--- src/rtl/traffic_light_ctrl_gen.sv ---
// Two-direction intersection controller with a six-phase cycle, pedestrian green
// shortening, end-of-green flashing, flashing-yellow night mode and a BCD countdown.
module traffic_light_ctrl_gen #(
  parameter int CLK_DIV    = 50000000,
  parameter int T_GREEN_A  = 9,
  parameter int T_GREEN_B  = 9,
  parameter int T_YELLOW   = 3,
  parameter int T_ALLRED   = 1,
  parameter int MIN_GREEN  = 3,
  parameter int FLASH_LAST = 3
) (
  input  logic       clk_50MHz,
  input  logic       reset,
  input  logic       night_mode,
  input  logic       ped_req,
  output logic [5:0] light,
  output logic [2:0] phase,
  output logic [7:0] remaining,
  output logic       tick,
  output logic       ped_ack
);

  typedef enum logic [2:0] {
    PH_A_GREEN   = 3'd0,
    PH_A_YELLOW  = 3'd1,
    PH_ALLRED_AB = 3'd2,
    PH_B_GREEN   = 3'd3,
    PH_B_YELLOW  = 3'd4,
    PH_ALLRED_BA = 3'd5,
    PH_NIGHT     = 3'd6
  } phase_e;

  localparam int PW = (CLK_DIV > 2) ? $clog2(CLK_DIV) : 1;
  localparam logic [PW-1:0] PRE_MAX  = PW'(CLK_DIV - 1);
  localparam logic [PW-1:0] PRE_HALF = PW'(CLK_DIV / 2);

  function automatic logic [7:0] to_bcd(input int v);
    to_bcd = {4'(v / 10), 4'(v % 10)};
  endfunction

  localparam logic [7:0] BCD_GA    = to_bcd(T_GREEN_A);
  localparam logic [7:0] BCD_GB    = to_bcd(T_GREEN_B);
  localparam logic [7:0] BCD_YEL   = to_bcd(T_YELLOW);
  localparam logic [7:0] BCD_AR    = to_bcd(T_ALLRED);
  localparam logic [7:0] BCD_MIN   = to_bcd(MIN_GREEN);
  localparam logic [7:0] BCD_FLASH = to_bcd(FLASH_LAST);

  // BCD decrement that never goes below 01.
  function automatic logic [7:0] bcd_dec(input logic [7:0] v);
    if (v <= 8'h01)
      bcd_dec = 8'h01;
    else if (v[3:0] == 4'd0)
      bcd_dec = {v[7:4] - 4'd1, 4'd9};
    else
      bcd_dec = {v[7:4], v[3:0] - 4'd1};
  endfunction

  function automatic phase_e next_phase(input phase_e p);
    case (p)
      PH_A_GREEN:   next_phase = PH_A_YELLOW;
      PH_A_YELLOW:  next_phase = PH_ALLRED_AB;
      PH_ALLRED_AB: next_phase = PH_B_GREEN;
      PH_B_GREEN:   next_phase = PH_B_YELLOW;
      PH_B_YELLOW:  next_phase = PH_ALLRED_BA;
      default:      next_phase = PH_A_GREEN;
    endcase
  endfunction

  function automatic logic [7:0] dur_bcd(input phase_e p);
    case (p)
      PH_A_GREEN:                 dur_bcd = BCD_GA;
      PH_B_GREEN:                 dur_bcd = BCD_GB;
      PH_A_YELLOW, PH_B_YELLOW:   dur_bcd = BCD_YEL;
      PH_ALLRED_AB, PH_ALLRED_BA: dur_bcd = BCD_AR;
      default:                    dur_bcd = 8'h00;
    endcase
  endfunction

  // Lamp word {A_red, A_yel, A_grn, B_red, B_yel, B_grn}.
  function automatic logic [5:0] lamps(input phase_e p, input logic [7:0] rem, input logic blink);
    logic flash_off;
    flash_off = (rem <= BCD_FLASH) && blink;
    case (p)
      PH_A_GREEN:  lamps = {2'b00, ~flash_off, 3'b100};
      PH_A_YELLOW: lamps = 6'b010100;
      PH_B_GREEN:  lamps = {3'b100, 2'b00, ~flash_off};
      PH_B_YELLOW: lamps = 6'b100010;
      PH_NIGHT:    lamps = {1'b0, ~blink, 2'b00, ~blink, 1'b0};
      default:     lamps = 6'b100100;
    endcase
  endfunction

  logic [PW-1:0] presc_q, presc_d;
  phase_e        phase_q, phase_d;
  logic [7:0]    rem_q, rem_d;
  logic          tick_q, tick_d;
  logic          ack_q, ack_d;
  logic          pend_q, pend_d;
  logic [5:0]    light_q, light_d;
  logic          tick_now;
  logic          shorten;

  always_comb begin
    presc_d  = (presc_q == PRE_MAX) ? '0 : presc_q + PW'(1);
    tick_now = (presc_q == PRE_MAX);
    tick_d   = (presc_d == PRE_MAX);
    phase_d  = phase_q;
    rem_d    = rem_q;
    ack_d    = 1'b0;
    pend_d   = pend_q | ped_req;
    shorten  = ((phase_q == PH_A_GREEN) || (phase_q == PH_B_GREEN)) &&
               (pend_q | ped_req) && (rem_q > BCD_MIN);

    case (phase_q)
      PH_NIGHT: begin
        if (tick_now && !night_mode) begin
          phase_d = PH_ALLRED_BA;
          rem_d   = BCD_AR;
        end
      end
      PH_A_GREEN, PH_A_YELLOW, PH_ALLRED_AB,
      PH_B_GREEN, PH_B_YELLOW, PH_ALLRED_BA: begin
        if (tick_now && night_mode) begin
          phase_d = PH_NIGHT;
          rem_d   = 8'h00;
          pend_d  = ped_req;
        end else if (shorten) begin
          // A shortening load also swallows a coincident tick decrement.
          rem_d = BCD_MIN;
        end else if (tick_now) begin
          if (rem_q <= 8'h01) begin
            phase_d = next_phase(phase_q);
            rem_d   = dur_bcd(next_phase(phase_q));
          end else begin
            rem_d = bcd_dec(rem_q);
          end
        end
      end
      default: begin
        phase_d = PH_A_GREEN;
        rem_d   = BCD_GA;
      end
    endcase

    // Serve a request already pending when an all-red clearance begins.
    if (((phase_d == PH_ALLRED_AB) || (phase_d == PH_ALLRED_BA)) &&
        (phase_d != phase_q) && pend_q) begin
      ack_d  = 1'b1;
      pend_d = ped_req;
    end

    light_d = lamps(phase_d, rem_d, presc_d >= PRE_HALF);
  end

  always_ff @(posedge clk_50MHz) begin
    if (reset) begin
      presc_q <= '0;
      phase_q <= PH_A_GREEN;
      rem_q   <= BCD_GA;
      tick_q  <= 1'b0;
      ack_q   <= 1'b0;
      pend_q  <= 1'b0;
      light_q <= 6'b001100;
    end else begin
      presc_q <= presc_d;
      phase_q <= phase_d;
      rem_q   <= rem_d;
      tick_q  <= tick_d;
      ack_q   <= ack_d;
      pend_q  <= pend_d;
      light_q <= light_d;
    end
  end

  assign light     = light_q;
  assign phase     = phase_q;
  assign remaining = rem_q;
  assign tick      = tick_q;
  assign ped_ack   = ack_q;

endmodule

--- config.mk ---
export PLATFORM = sky130hd
export DESIGN_NAME = traffic_light_ctrl_gen
export DESIGN_NICKNAME = d
export VERILOG_FILES = /design/src/rtl/traffic_light_ctrl_gen.sv
export SDC_FILE = /design/constraint.sdc
export NUM_CORES = 1
export LEC_CHECK = 0
export BUFFER_PORTS_ARGS = -buffer_cell sky130_fd_sc_hd__clkbuf_2
export CAP_MARGIN = 20
export CORE_MARGIN = 1
export CORE_UTILIZATION = 30
export CTS_CLUSTER_SIZE = 25
export DETAILED_ROUTE_END_ITERATION = 10
export MAX_ROUTING_LAYER = met4
export PLACE_DENSITY = 0.5
export SYNTH_ARGS = -nofsm -noshare
export SYNTH_HDL_FRONTEND = slang
export SYNTH_SLANG_ARGS = --single-unit
export TNS_END_PERCENT = 10
--- constraint.sdc ---
create_clock -name clk_50MHz -period 4 [get_ports clk_50MHz]
set_clock_uncertainty 0.05 [all_clocks]
set_input_delay 0.2 -clock clk_50MHz [delete_from_list [all_inputs] [get_ports clk_50MHz]]
set_output_delay 0.2 -clock clk_50MHz [all_outputs]
set_load 0.1 [all_outputs]
# After elaboration in Yosys (flattened, before gate mapping)
# Index checks and enable logic that the tools add are counted.
totals:
  reg_bits: 46
  out_inout_bits: 19
  elab_cells: 81
classes:
  addsub: 3
  n_eq_ne: 20
  n_reduce_logical: 18
  muxes: 26
  magnitude_cmp: 4
  bitwise_logic: 3
ops:
  columns: ["operator", "n"]
  rows:
  - ["$eq A26 B26 Y1 const B", 2]
  - ["$mux W8", 6]
  - ["$mux W3", 10]
  - ["$pmux W6 S5", 1]
  - ["$add A26 B1 Y26 const B", 1]
  - ["$ge A26 B25 Y1 const B", 1]
  - ["$mux W26", 1]
  - ["$eq A3 B3 Y1 const B", 8]
  - ["$eq A3 B2 Y1 const B", 6]
  - ["$pmux W8 S2", 1]
  - ["$pmux W3 S5", 1]
  - ["$pmux W4 S3", 1]
  - ["$eq A3 B1 Y1 const B", 3]
  - ["$logic_not A3 Y1", 3]
  - ["$gt A8 B2 Y1 const B", 1]
  - ["$le A8 B1 Y1 const B", 1]
  - ["$le A8 B2 Y1 const B", 1]
  - ["$sub A4 B1 Y4 const B", 2]
  - ["$logic_and A1 B1 Y1", 7]
  - ["$pmux W3 S2", 1]
  - ["$reduce_or A2 Y1", 3]
  - ["$reduce_or A6 Y1", 1]
  - ["$logic_not A4 Y1", 1]
  - ["$mux W1", 4]
  - ["5 further kinds", 7]

# Logic depth before layout (Yosys ltp)
# Gate-level depths: netlist of run 1.
depth:
  depth_word: 19
  depth_mapped: 12
  ltp_nobuf: 11

# Worst setup path before layout of run 1
# Ideal clock, no wire load.
synth_path:
  kind: "register -> register"
  start: "register rem_q[4], in the netlist remaining[4]"
  end: "register light_q[3], in the netlist light[3]"
  t_required_ps: 3835
  stages_incl_launch_ff: 13
  t_arrival_ps: 3409
  setup_slack_ps: 426
  cell_sequence: "dfxtp_1 inv_1 ha_1 o31a_1 or4_1 buf_2 and2_1 o211a_1 and2_1 a22o_1 nor3_1 o2111ai_1 a31o_1"
synth_between:
  elab_chain_len: 11
  elab_cells_between_ends: 25
synth_lines:
  columns: ["element", "line", "source"]
  rows:
  - ["start: declaration", "95", "logic [7:0] rem_q, rem_d;"]
  - ["start signal: assignment", "167", "rem_q <= rem_d;"]
  - ["$sub A4 B1 Y4", "53", "bcd_dec = {v[7:4] - 4'd1, 4'd9};"]
  - ["$mux W8", "52", "else if (v[3:0] == 4'd0)"]
  - ["$mux W8", "131", "if (rem_q <= 8'h01) begin"]
  - ["$mux W8", "130", "end else if (tick_now) begin"]
  - ["$mux W8", "127", "end else if (shorten) begin"]
  - ["$mux W8", "123", "if (tick_now && night_mode) begin"]
  - ["$pmux W8 S2", "114", "case (phase_q)"]
  - ["$le A8 B2 Y1", "82", "flash_off = (rem <= BCD_FLASH) && blink;"]
  - ["$logic_and A1 B1 Y1", "82", null]
  - ["$not A1 Y1", "84", "PH_A_GREEN: lamps = {2'b00, ~flash_off, 3'b100};"]
  - ["$pmux W6 S5 (*)", "83", "case (p)"]
  - ["end signal: assignment", "171", "light_q <= light_d;"]
  - ["end: declaration", "99", "logic [5:0] light_q, light_d;"]
# Every way passes the cells marked *; elsewhere a longest branch is shown, timed or not.
# A chain may end at the register's enable or synchronous reset.

# Final worst setup path of run 1
layout_path:
  start: "register presc_q[1]"
  end: "register light_q[3], in the netlist light[3]"
layout_between:
  elab_chain_len: 9
  elab_cells_between_ends: 25
layout_lines:
  columns: ["element", "line", "source"]
  rows:
  - ["start: declaration", "93", "logic [PW-1:0] presc_q, presc_d;"]
  - ["start signal: assignment", "165", "presc_q <= presc_d;"]
  - ["branches (longest 8 deep; another with $add A26 B1 Y26)", null, null]
  - ["$pmux W6 S5 (*)", "83", null]
# Every way passes the cells marked *.

==> results of run 1 <==
## cells in the final DEF, fill, tap and decap left out, types with 6 or more instances in the layout
master and n:
sky130_fd_sc_hd__nand2_1 31, sky130_fd_sc_hd__and2_1 11, sky130_fd_sc_hd__nor4_1 7, sky130_fd_sc_hd__nand3_1 19
sky130_fd_sc_hd__xor2_1 10, sky130_fd_sc_hd__or3_1 6, sky130_fd_sc_hd__dfxtp_1 46, sky130_fd_sc_hd__and3_1 11
sky130_fd_sc_hd__clkbuf_2 22, sky130_fd_sc_hd__o21ai_0 13, sky130_fd_sc_hd__a31oi_1 9, sky130_fd_sc_hd__inv_1 10
sky130_fd_sc_hd__a21oi_1 21, sky130_fd_sc_hd__nor3_1 11, sky130_fd_sc_hd__xnor2_1 12, sky130_fd_sc_hd__nand4_1 12
sky130_fd_sc_hd__nor2_1 46
## path summary, 6_finish.rpt
check | end | slack [ns] | depth (start not counted)
worst max-delay path | light[3]$_SDFF_PP1_ | 0.71 | 9
worst min register to register | ped_ack$_SDFF_PP0_ | 0.43 | 2
worst min-delay path | pend_q$_SDFF_PP0_ | 0.06 | 2
worst max register to register | light[3]$_SDFF_PP1_ | 0.71 | 9
## flip-flops by register name, indices dropped and copies added, names as in the netlist
| name | cells |
|---|---|
| light | 6 |
| presc_q | 26 |
| remaining | 8 |
| ped_ack | 1 |
| phase | 3 |
| pend_q | 1 |
| tick | 1 |
## per-stage QoR
| stage | cells | utilization (%) | worst slack, ns |
|---|---|---|---|
| floorplan | 367 | - | 0.426 |
| global placement | 482 | 32.7 | 0.728 |
| detailed placement | 482 | 32.7 | 0.720 |
| CTS | 490 | 33.7 | 0.708 |
| global route | 490 | 33.7 | 0.503 |
| finish | 490 | 33.7 | 0.706 |
## area by class of cell
cell class,instances,area [um2]
fill,1011,6090
multi-input combinational,291,1790
sequential,46,921
tap,111,139
timing repair buffer,24,125
clock buffer,5,68.8
inverter,10,37.5
clock inverter,3,26.3
## worst max-delay path: stages, from the launching register on
cell,delay [ns]
sky130_fd_sc_hd__dfxtp_1,0.41
sky130_fd_sc_hd__ha_1,0.50
sky130_fd_sc_hd__and2_1,0.49
sky130_fd_sc_hd__and4_4,0.32
sky130_fd_sc_hd__xnor2_2,0.10
sky130_fd_sc_hd__a221oi_2,0.18
sky130_fd_sc_hd__or4b_1,0.48
sky130_fd_sc_hd__a31oi_2,0.26
sky130_fd_sc_hd__o2111ai_1,0.19
sky130_fd_sc_hd__a31o_1,0.24
## synth_stat cells (2+ instances only)
library cell,count
sky130_fd_sc_hd__and4_1,4
sky130_fd_sc_hd__buf_2,6
sky130_fd_sc_hd__ha_1,3
sky130_fd_sc_hd__o21ai_0,13
sky130_fd_sc_hd__dfxtp_1,46
sky130_fd_sc_hd__xor2_1,10
sky130_fd_sc_hd__a32o_1,2
sky130_fd_sc_hd__clkbuf_1,12
sky130_fd_sc_hd__o2111ai_1,2
sky130_fd_sc_hd__or3_1,6
sky130_fd_sc_hd__nand4_1,12
sky130_fd_sc_hd__nor3_1,11
sky130_fd_sc_hd__nand2b_1,5
sky130_fd_sc_hd__and3_1,11
sky130_fd_sc_hd__a31oi_1,9
sky130_fd_sc_hd__and4_4,3
sky130_fd_sc_hd__nor2b_1,4
sky130_fd_sc_hd__o22ai_1,5
sky130_fd_sc_hd__nand2_1,31
sky130_fd_sc_hd__nand3_1,19
sky130_fd_sc_hd__xnor2_1,12
sky130_fd_sc_hd__a21oi_1,21
sky130_fd_sc_hd__and2_1,11
sky130_fd_sc_hd__nor2_1,46
sky130_fd_sc_hd__o211ai_1,4
sky130_fd_sc_hd__or2_2,4
sky130_fd_sc_hd__o31ai_1,2
sky130_fd_sc_hd__nand4b_1,2
sky130_fd_sc_hd__nor4_1,7
sky130_fd_sc_hd__o31a_1,3
sky130_fd_sc_hd__inv_1,10
sky130_fd_sc_hd__a2111oi_0,2
## kinds of logic (layout without fill, tap and decap cells)
family | after synthesis | count (layout)
simple gates | 185 | 185
compound gates | 79 | 79
flops | 46 | 46
buf+inv | 30 | 42
xor+xnor | 23 | 23
fa+ha+maj | 3 | 3
mux | 1 | 1
## power by group through the flow
stage | sequential (mW) | clock (mW) | combinational (mW)
after global routing | 0.474 | 0.349 | 0.0891
final | 0.472 | 0.318 | 0.0805
after floorplan | 0.494 | 0 | 0.0538
after global placement | 0.483 | 0 | 0.0816
after CTS | 0.472 | 0.329 | 0.0810
after detailed placement | 0.483 | 0 | 0.0807
## layer usage
metal	wire, um	vias up
met2	3490	74
li1	-	1366
met1	3430	1278
met5	0	-
met3	327	20
met4	227	0
==> metrics.json, run 1 <==
{
  "route": {
    "via_per_inst": 5.59,
    "route.detailed.drc": 0,
    "vias": 2738,
    "final_antenna_net_count": 0,
    "aggregate_routed_wire_length_um": 7480,
    "detailedRoute.firstPassIterationCount": 4,
    "detail_route.iter0.violations": 165,
    "wire_per_inst_um": 15.3
  },
  "cts": {
    "cts.root.buffer_cell": "sky130_fd_sc_hd__clkbuf_8",
    "clock_tree_from_tritoncts": "done",
    "clock_pin_transition_on_the_worst_setup_and_hold_timing_paths_ns": 0.11,
    "cts_hold_buffers": 0,
    "cts.sink_count": 46,
    "cts_resized": 0,
    "cts-root-to-sink-buffers": 2,
    "cts_htree_levels": 2,
    "cts-buffers-inserted": 5,
    "post-cts-setup-buffer-count": 0,
    "worstSkewPairLatency_ns": 0.32
  },
  "synth": {
    "synth_fp_nets": 374,
    "ys_seq_area_share_pct": 32.5,
    "synth_top_cells_by_area": "sky130_fd_sc_hd__dfxtp_1 32%, sky130_fd_sc_hd__nor2_1 6.1%, sky130_fd_sc_hd__nand2_1 4.1%, sky130_fd_sc_hd__a21oi_1 3.7%, sky130_fd_sc_hd__xnor2_1 3.7%",
    "synth_edf_count": 0,
    "synthDominantCellAreaShare_pct": 32.5,
    "synth_simple_gate_area_share_pct": 34.8,
    "yosys_most_used_dff": "sky130_fd_sc_hd__dfxtp_1",
    "netlist_instances": 367,
    "yosysTopAreaCell": "sky130_fd_sc_hd__dfxtp_1",
    "share_of_synthesized_area_spent_on_multiplexers_pct": 0.353,
    "ys.warnings.count": 0,
    "synthDistinctLibCells": 61,
    "synthAdderAreaFrac_pct": 1.32,
    "synth_compound_area_share_pct": 19.1,
    "synth.avg_cell_area_um2": 7.73,
    "synth-xor-area-share_pct": 7.36,
    "post_synth_instance_area_um2": 2840,
    "largest_family_of_logic_cells_by_synthesized_area": "simple AND/OR/NAND/NOR gates",
    "asr_flop_ratio_synth_pct": 0,
    "synth.ff_latch_count": 46
  },
  "finish": {
    "final_layout_size_suffix_gt1_share_pct": 11.9,
    "number_of_antenna_repair_diodes": 0,
    "final_nets": 385,
    "final_design_area_no_fill_um2": 3100,
    "syn_to_final_growth_pct": 9.35
  },
  "sta": {
    "finalCritPeriodShare_pct": 82.3,
    "final.min_clock_period_ns": 3.29,
    "timing_worst_slew_pin_value_ns": 0.544,
    "fmax_ghz": 0.304,
    "report.final.setup_viol": 0,
    "setup_repair_after_global_routing_missed_its_margin": "false",
    "max-slew-margin-rel_pct": 63.9,
    "tns_ns": 0,
    "hold-worst-slack_ns": 0.0604,
    "report.final.slew_viol_count": 0,
    "final_hold_violation_count": 0
  },
  "worst_setup_path": {
    "worstSetupStartpoint": "presc_q[1]$_SDFF_PP0_",
    "required_ns": 4.18,
    "setup.worst_path.start_class": "flip-flop",
    "crit_fanout": 15,
    "critPathCaptureType": "flip-flop",
    "startpoint_of_the_lowest_slack_register_to_register_path": "presc_q[1]$_SDFF_PP0_",
    "critical_path_class": "flip-flop to flip-flop",
    "arrival_ns": 3.47
  },
  "floorplanning": {
    "die-width_um": 99.3,
    "fp-row-count": 35,
    "fp.dieH_um": 99.3,
    "top_level_ports": 23,
    "initial_standard_cell_utilization_of_the_core_pct": 30.9,
    "die_area_um2": 9850,
    "core_region_area_um2": 9200
  },
  "run": {
    "maxCapViolations": 0
  },
  "power": {
    "power.sequential.fraction_pct": 54.2,
    "combinational_share_of_power_pct": 9.2,
    "leakagePower_nw": 1.06,
    "peakVddDrop_v": 0.000120,
    "internal-power_mw": 0.619,
    "power.switching_fraction_pct": 29.0,
    "switchingPower_mw": 0.253,
    "p_total_mw": 0.871,
    "powerDensity_nw_per_um2": 281,
    "clock_power_share_pct": 36.5
  },
  "run_status": {
    "status": "complete, no violations"
  },
  "global_route": {
    "gr-total-overflow": 0,
    "busiest_layer": "met2",
    "number_of_antenna_violations_at_the_first_check_in_global_routing": 0,
    "grt_start_max_net_pins": 18,
    "global_route_wire_length_before_repair_um": 12900,
    "grtUsageMet2_pct": 26.8,
    "grtUsageMet3_pct": 3.16,
    "grtUsageTotal_pct": 16.6,
    "grt_util_met1_pct": 20.1,
    "grt_pass1_vias": 2645
  },
  "place": {
    "place.gp.congestion": 0.895,
    "dpl.hpwl_um": 5640,
    "post_dp_cell_area_um2": 3010,
    "port_buffers": 22
  },
  "worst_hold_path": {
    "worst_hold_class": "primary input to flip-flop",
    "hold_path.startpoint": "ped_req"
  }
}
No activity file was read; power rests on OpenSTA's default activity.
==> run 2: changes to the inputs <==
PLACE_DENSITY = 0.51   (was 0.5)
clock period = 2.7 ns   (was 4 ns; I/O delays follow)
==> metrics.json, run 2 (synthesis results as in run 1) <==
{
  "run_status": {
    "status": "complete, no violations"
  },
  "worst_hold_path": {
    "worst_hold_class": "primary input to flip-flop",
    "hold-path-endpoint": "presc_q[25]$_SDFF_PP0_",
    "hold_depth": {"value": 2, "change": "unchanged"},
    "hold_path.startpoint": "reset"
  },
  "finish": {
    "multi_input_comb_area": {"value": 1880, "unit": "um2", "change": "+5.2%"},
    "final_design_area_no_fill": {"value": 3770, "unit": "um2", "change": "+22%"},
    "final_core_util": {"value": 41.0, "unit": "%", "change": "+7.3 points"},
    "top_library_cells_by_usage_in_the_layout_fill_and_taps_aside": "67 x sky130_fd_sc_hd__buf_4, 46 x sky130_fd_sc_hd__nor2_1, 32 x sky130_fd_sc_hd__dfxtp_1",
    "seqCellArea": {"value": 948, "unit": "um2", "change": "+3.0%"},
    "regMostFlops": "presc_q",
    "final_nets": {"value": 452, "change": "+17%"},
    "fill_cells": {"value": 948, "change": "-6.2%"},
    "flip_flop_count_of_the_largest_register_after_layout": {"value": 26, "change": "unchanged"},
    "final_layout_size_suffix_gt1_share": {"value": 31.6, "unit": "%", "change": "+20 points"},
    "layout.cells.most_common": "sky130_fd_sc_hd__buf_4",
    "syn_to_final_growth_pct": 33.0,
    "number_of_antenna_repair_diodes": {"value": 0, "change": "unchanged"}
  },
  "sta": {
    "report.final.slew_viol_count": {"value": 0, "change": "unchanged"},
    "setup_repair_after_global_routing_missed_its_margin": "true",
    "finalCritPeriodShare": {"value": 97.5, "unit": "%", "change": "+15 points"},
    "max-slew-margin-rel": {"value": 64.2, "unit": "%", "change": "+0.24 points"},
    "final.min_clock_period": {"value": 2.63, "unit": "ns", "change": "-0.661 ns"},
    "fmax": {"value": 0.380, "unit": "GHz", "change": "+25%"},
    "hold-worst-slack": {"value": 0.131, "unit": "ns", "change": "+0.0706 ns"},
    "timing_worst_slew_pin_value": {"value": 0.534, "unit": "ns", "change": "-0.0101 ns"},
    "report.final.setup_viol": {"value": 0, "change": "unchanged"},
    "final_hold_violation_count": {"value": 0, "change": "unchanged"}
  },
  "worst_setup_path": {
    "setup.worst_path.start_class": "flip-flop",
    "worstPathCellList": "and4_4, buf_4, and4_1, buf_4, xnor2_1, or2_2, a221o_1, nand4b_1, a31oi_4, o2111ai_1, and3_1",
    "timing.critical_path.max_delay_family": "simple AND/OR/NAND/NOR gates",
    "cpMaxStageDelayCell": "sky130_fd_sc_hd__dfxtp_1",
    "cpMostUsedCell": "sky130_fd_sc_hd__buf_4",
    "maximum_single_stage_delay_on_the_critical_path": {"value": 0.40, "unit": "ns", "change": "-0.10 ns"},
    "startpoint_of_the_lowest_slack_register_to_register_path": "presc_q[8]$_SDFF_PP0_",
    "critical_path_class": "flip-flop to flip-flop",
    "timing.rr.end": "light[0]$_SDFF_PP0_",
    "crit_buf_inv": {"value": 2, "change": "+2"},
    "crit_fanout": {"value": 4, "change": "-11"},
    "required": {"value": 2.91, "unit": "ns", "change": "-1.27 ns"},
    "reg2regPathDepth": {"value": 11, "change": "+2"},
    "rrSetupSlack": {"value": 0.07, "unit": "ns", "change": "-0.64 ns"},
    "arrival": {"value": 2.84, "unit": "ns", "change": "-0.63 ns"},
    "critPathCaptureType": "flip-flop"
  },
  "route": {
    "detailedRoute.firstPassIterationCount": {"value": 4, "change": "unchanged"},
    "vias": {"value": 2970, "change": "+8.5%"},
    "wire_per_inst": {"value": 14.7, "unit": "um", "change": "-3.9%"},
    "final_antenna_net_count": {"value": 0, "change": "unchanged"},
    "route.detailed.drc": {"value": 0, "change": "unchanged"},
    "detail_route.iter0.violations": {"value": 127, "change": "-23%"},
    "aggregate_routed_wire_length": {"value": 8170, "unit": "um", "change": "+9.3%"},
    "via_per_inst": {"value": 5.33, "change": "-4.6%"}
  },
  "cts": {
    "post-cts-setup-buffer-count": {"value": 0, "change": "unchanged"},
    "clock_pin_transition_on_the_worst_setup_and_hold_timing_paths": {"value": 0.10, "unit": "ns", "change": "about the same"},
    "clock_tree_from_tritoncts": "done",
    "worstSkewPairLatency": {"value": 0.31, "unit": "ns", "change": "about the same"},
    "cts_htree_levels": {"value": 2, "change": "unchanged"},
    "cts.root.buffer_cell": "sky130_fd_sc_hd__clkbuf_8",
    "cts.sink_count": {"value": 46, "change": "unchanged"},
    "cts-buffers-inserted": {"value": 5, "change": "unchanged"},
    "cts-root-to-sink-buffers": {"value": 2, "change": "unchanged"}
  },
  "place": {
    "dpl.hpwl": {"value": 6350, "unit": "um", "change": "+13%"},
    "port_buffers": {"value": 22, "change": "unchanged"},
    "place.gp.congestion": {"value": 0.880, "change": "-1.7%"},
    "post_dp_cell_area": {"value": 3550, "unit": "um2", "change": "+18%"}
  },
  "floorplanning": {
    "core_region_area": {"value": 9200, "unit": "um2", "change": "unchanged"},
    "initial_standard_cell_utilization_of_the_core": {"value": 30.9, "unit": "%", "change": "unchanged"},
    "fp.dieH": {"value": 99.3, "unit": "um", "change": "unchanged"},
    "top_level_ports": {"value": 23, "change": "unchanged"},
    "die-width": {"value": 99.3, "unit": "um", "change": "unchanged"},
    "die_area": {"value": 9850, "unit": "um2", "change": "unchanged"},
    "fp-row-count": {"value": 35, "change": "unchanged"}
  },
  "power": {
    "powerDensity": {"value": 385, "unit": "nW/um2", "change": "+37%"},
    "leakagePower": {"value": 1.45, "unit": "nW", "change": "+37%"},
    "peakVddDrop": {"value": 0.000207, "unit": "V", "change": "+72%"}
  },
  "run": {
    "maxCapViolations": {"value": 0, "change": "unchanged"}
  },
  "global_route": {
    "global_route_wire_length_before_repair": {"value": 13800, "unit": "um", "change": "+7.0%"},
    "grt_start_max_net_pins": {"value": 16, "change": "-2"},
    "number_of_antenna_violations_at_the_first_check_in_global_routing": {"value": 0, "change": "unchanged"},
    "grt_pass1_vias": {"value": 2888, "change": "+9.2%"},
    "grtUsageTotal": {"value": 17.9, "unit": "%", "change": "+1.3 points"},
    "gr-total-overflow": {"value": 0, "change": "unchanged"}
  }
}
## run 2: per-layer routing
layer	track usage, %	vias up	routed length [um]
met3	2.18	11	222
met1	22.3	1411	3920
li1	-	1497	-
met5	-	-	0
met4	4.64	0	88
met2	30.5	51	3940
## run 2: what timing repair did
action / CTS / global route
hold buffers: 1 / 0
endpoints found under the hold margin: 1 / 0
pin swaps: 0 / 5
resized for setup: 5 / 18
setup endpoints to repair: 3 / 8
## run 2: cell type report
cell class,instances,area share (%)
clock buffer,6,2.49
clock inverter,2,1.03
inverter,10,1.13
multi-input combinational,291,49.8
sequential,46,25.1
tap,111,3.68
timing repair buffer,91,16.8
## run 2: metrics by stage
stage / setup TNS, ns / instances / setup slack, ns / total power [mW]
floorplan: -0.224 / 367 / -0.101 / 0.814
global placement: 0 / 548 / 0.00757 / 0.860
detailed placement: -0.00736 / 548 / -0.00514 / 0.860
CTS: -0.000603 / 557 / -0.000603 / 1.46
global route: -0.300 / 557 / -0.0911 / 1.52
finish: 0 / 557 / 0.0675 / 1.45
## run 2: worst max-delay path by stage
| stage | from | end | slack, ns | cells after the start |
|---|---|---|---|---|
| after detailed placement | presc_q[7]$_SDFF_PP0_ | light[3]$_SDFF_PP1_ | -0.005 | 10 |
| after global routing | presc_q[7]$_SDFF_PP0_ | pend_q$_SDFF_PP0_ | -0.09 | 11 |
| after CTS | presc_q[7]$_SDFF_PP0_ | light[3]$_SDFF_PP1_ | -0.0006 | 10 |
| after floorplan | remaining[4]$_SDFF_PP0_ | light[3]$_SDFF_PP1_ | -0.10 | 12 |
| after global placement | remaining[4]$_SDFF_PP0_ | pend_q$_SDFF_PP0_ | 0.008 | 12 |
| final | presc_q[8]$_SDFF_PP0_ | light[0]$_SDFF_PP0_ | 0.07 | 11 |
## run 2: power breakdown
part | switching (mW) | internal [mW]
logic | 0.0959 | 0.0652
clock network | 0.263 | 0.334
registers | 0.0110 | 0.685
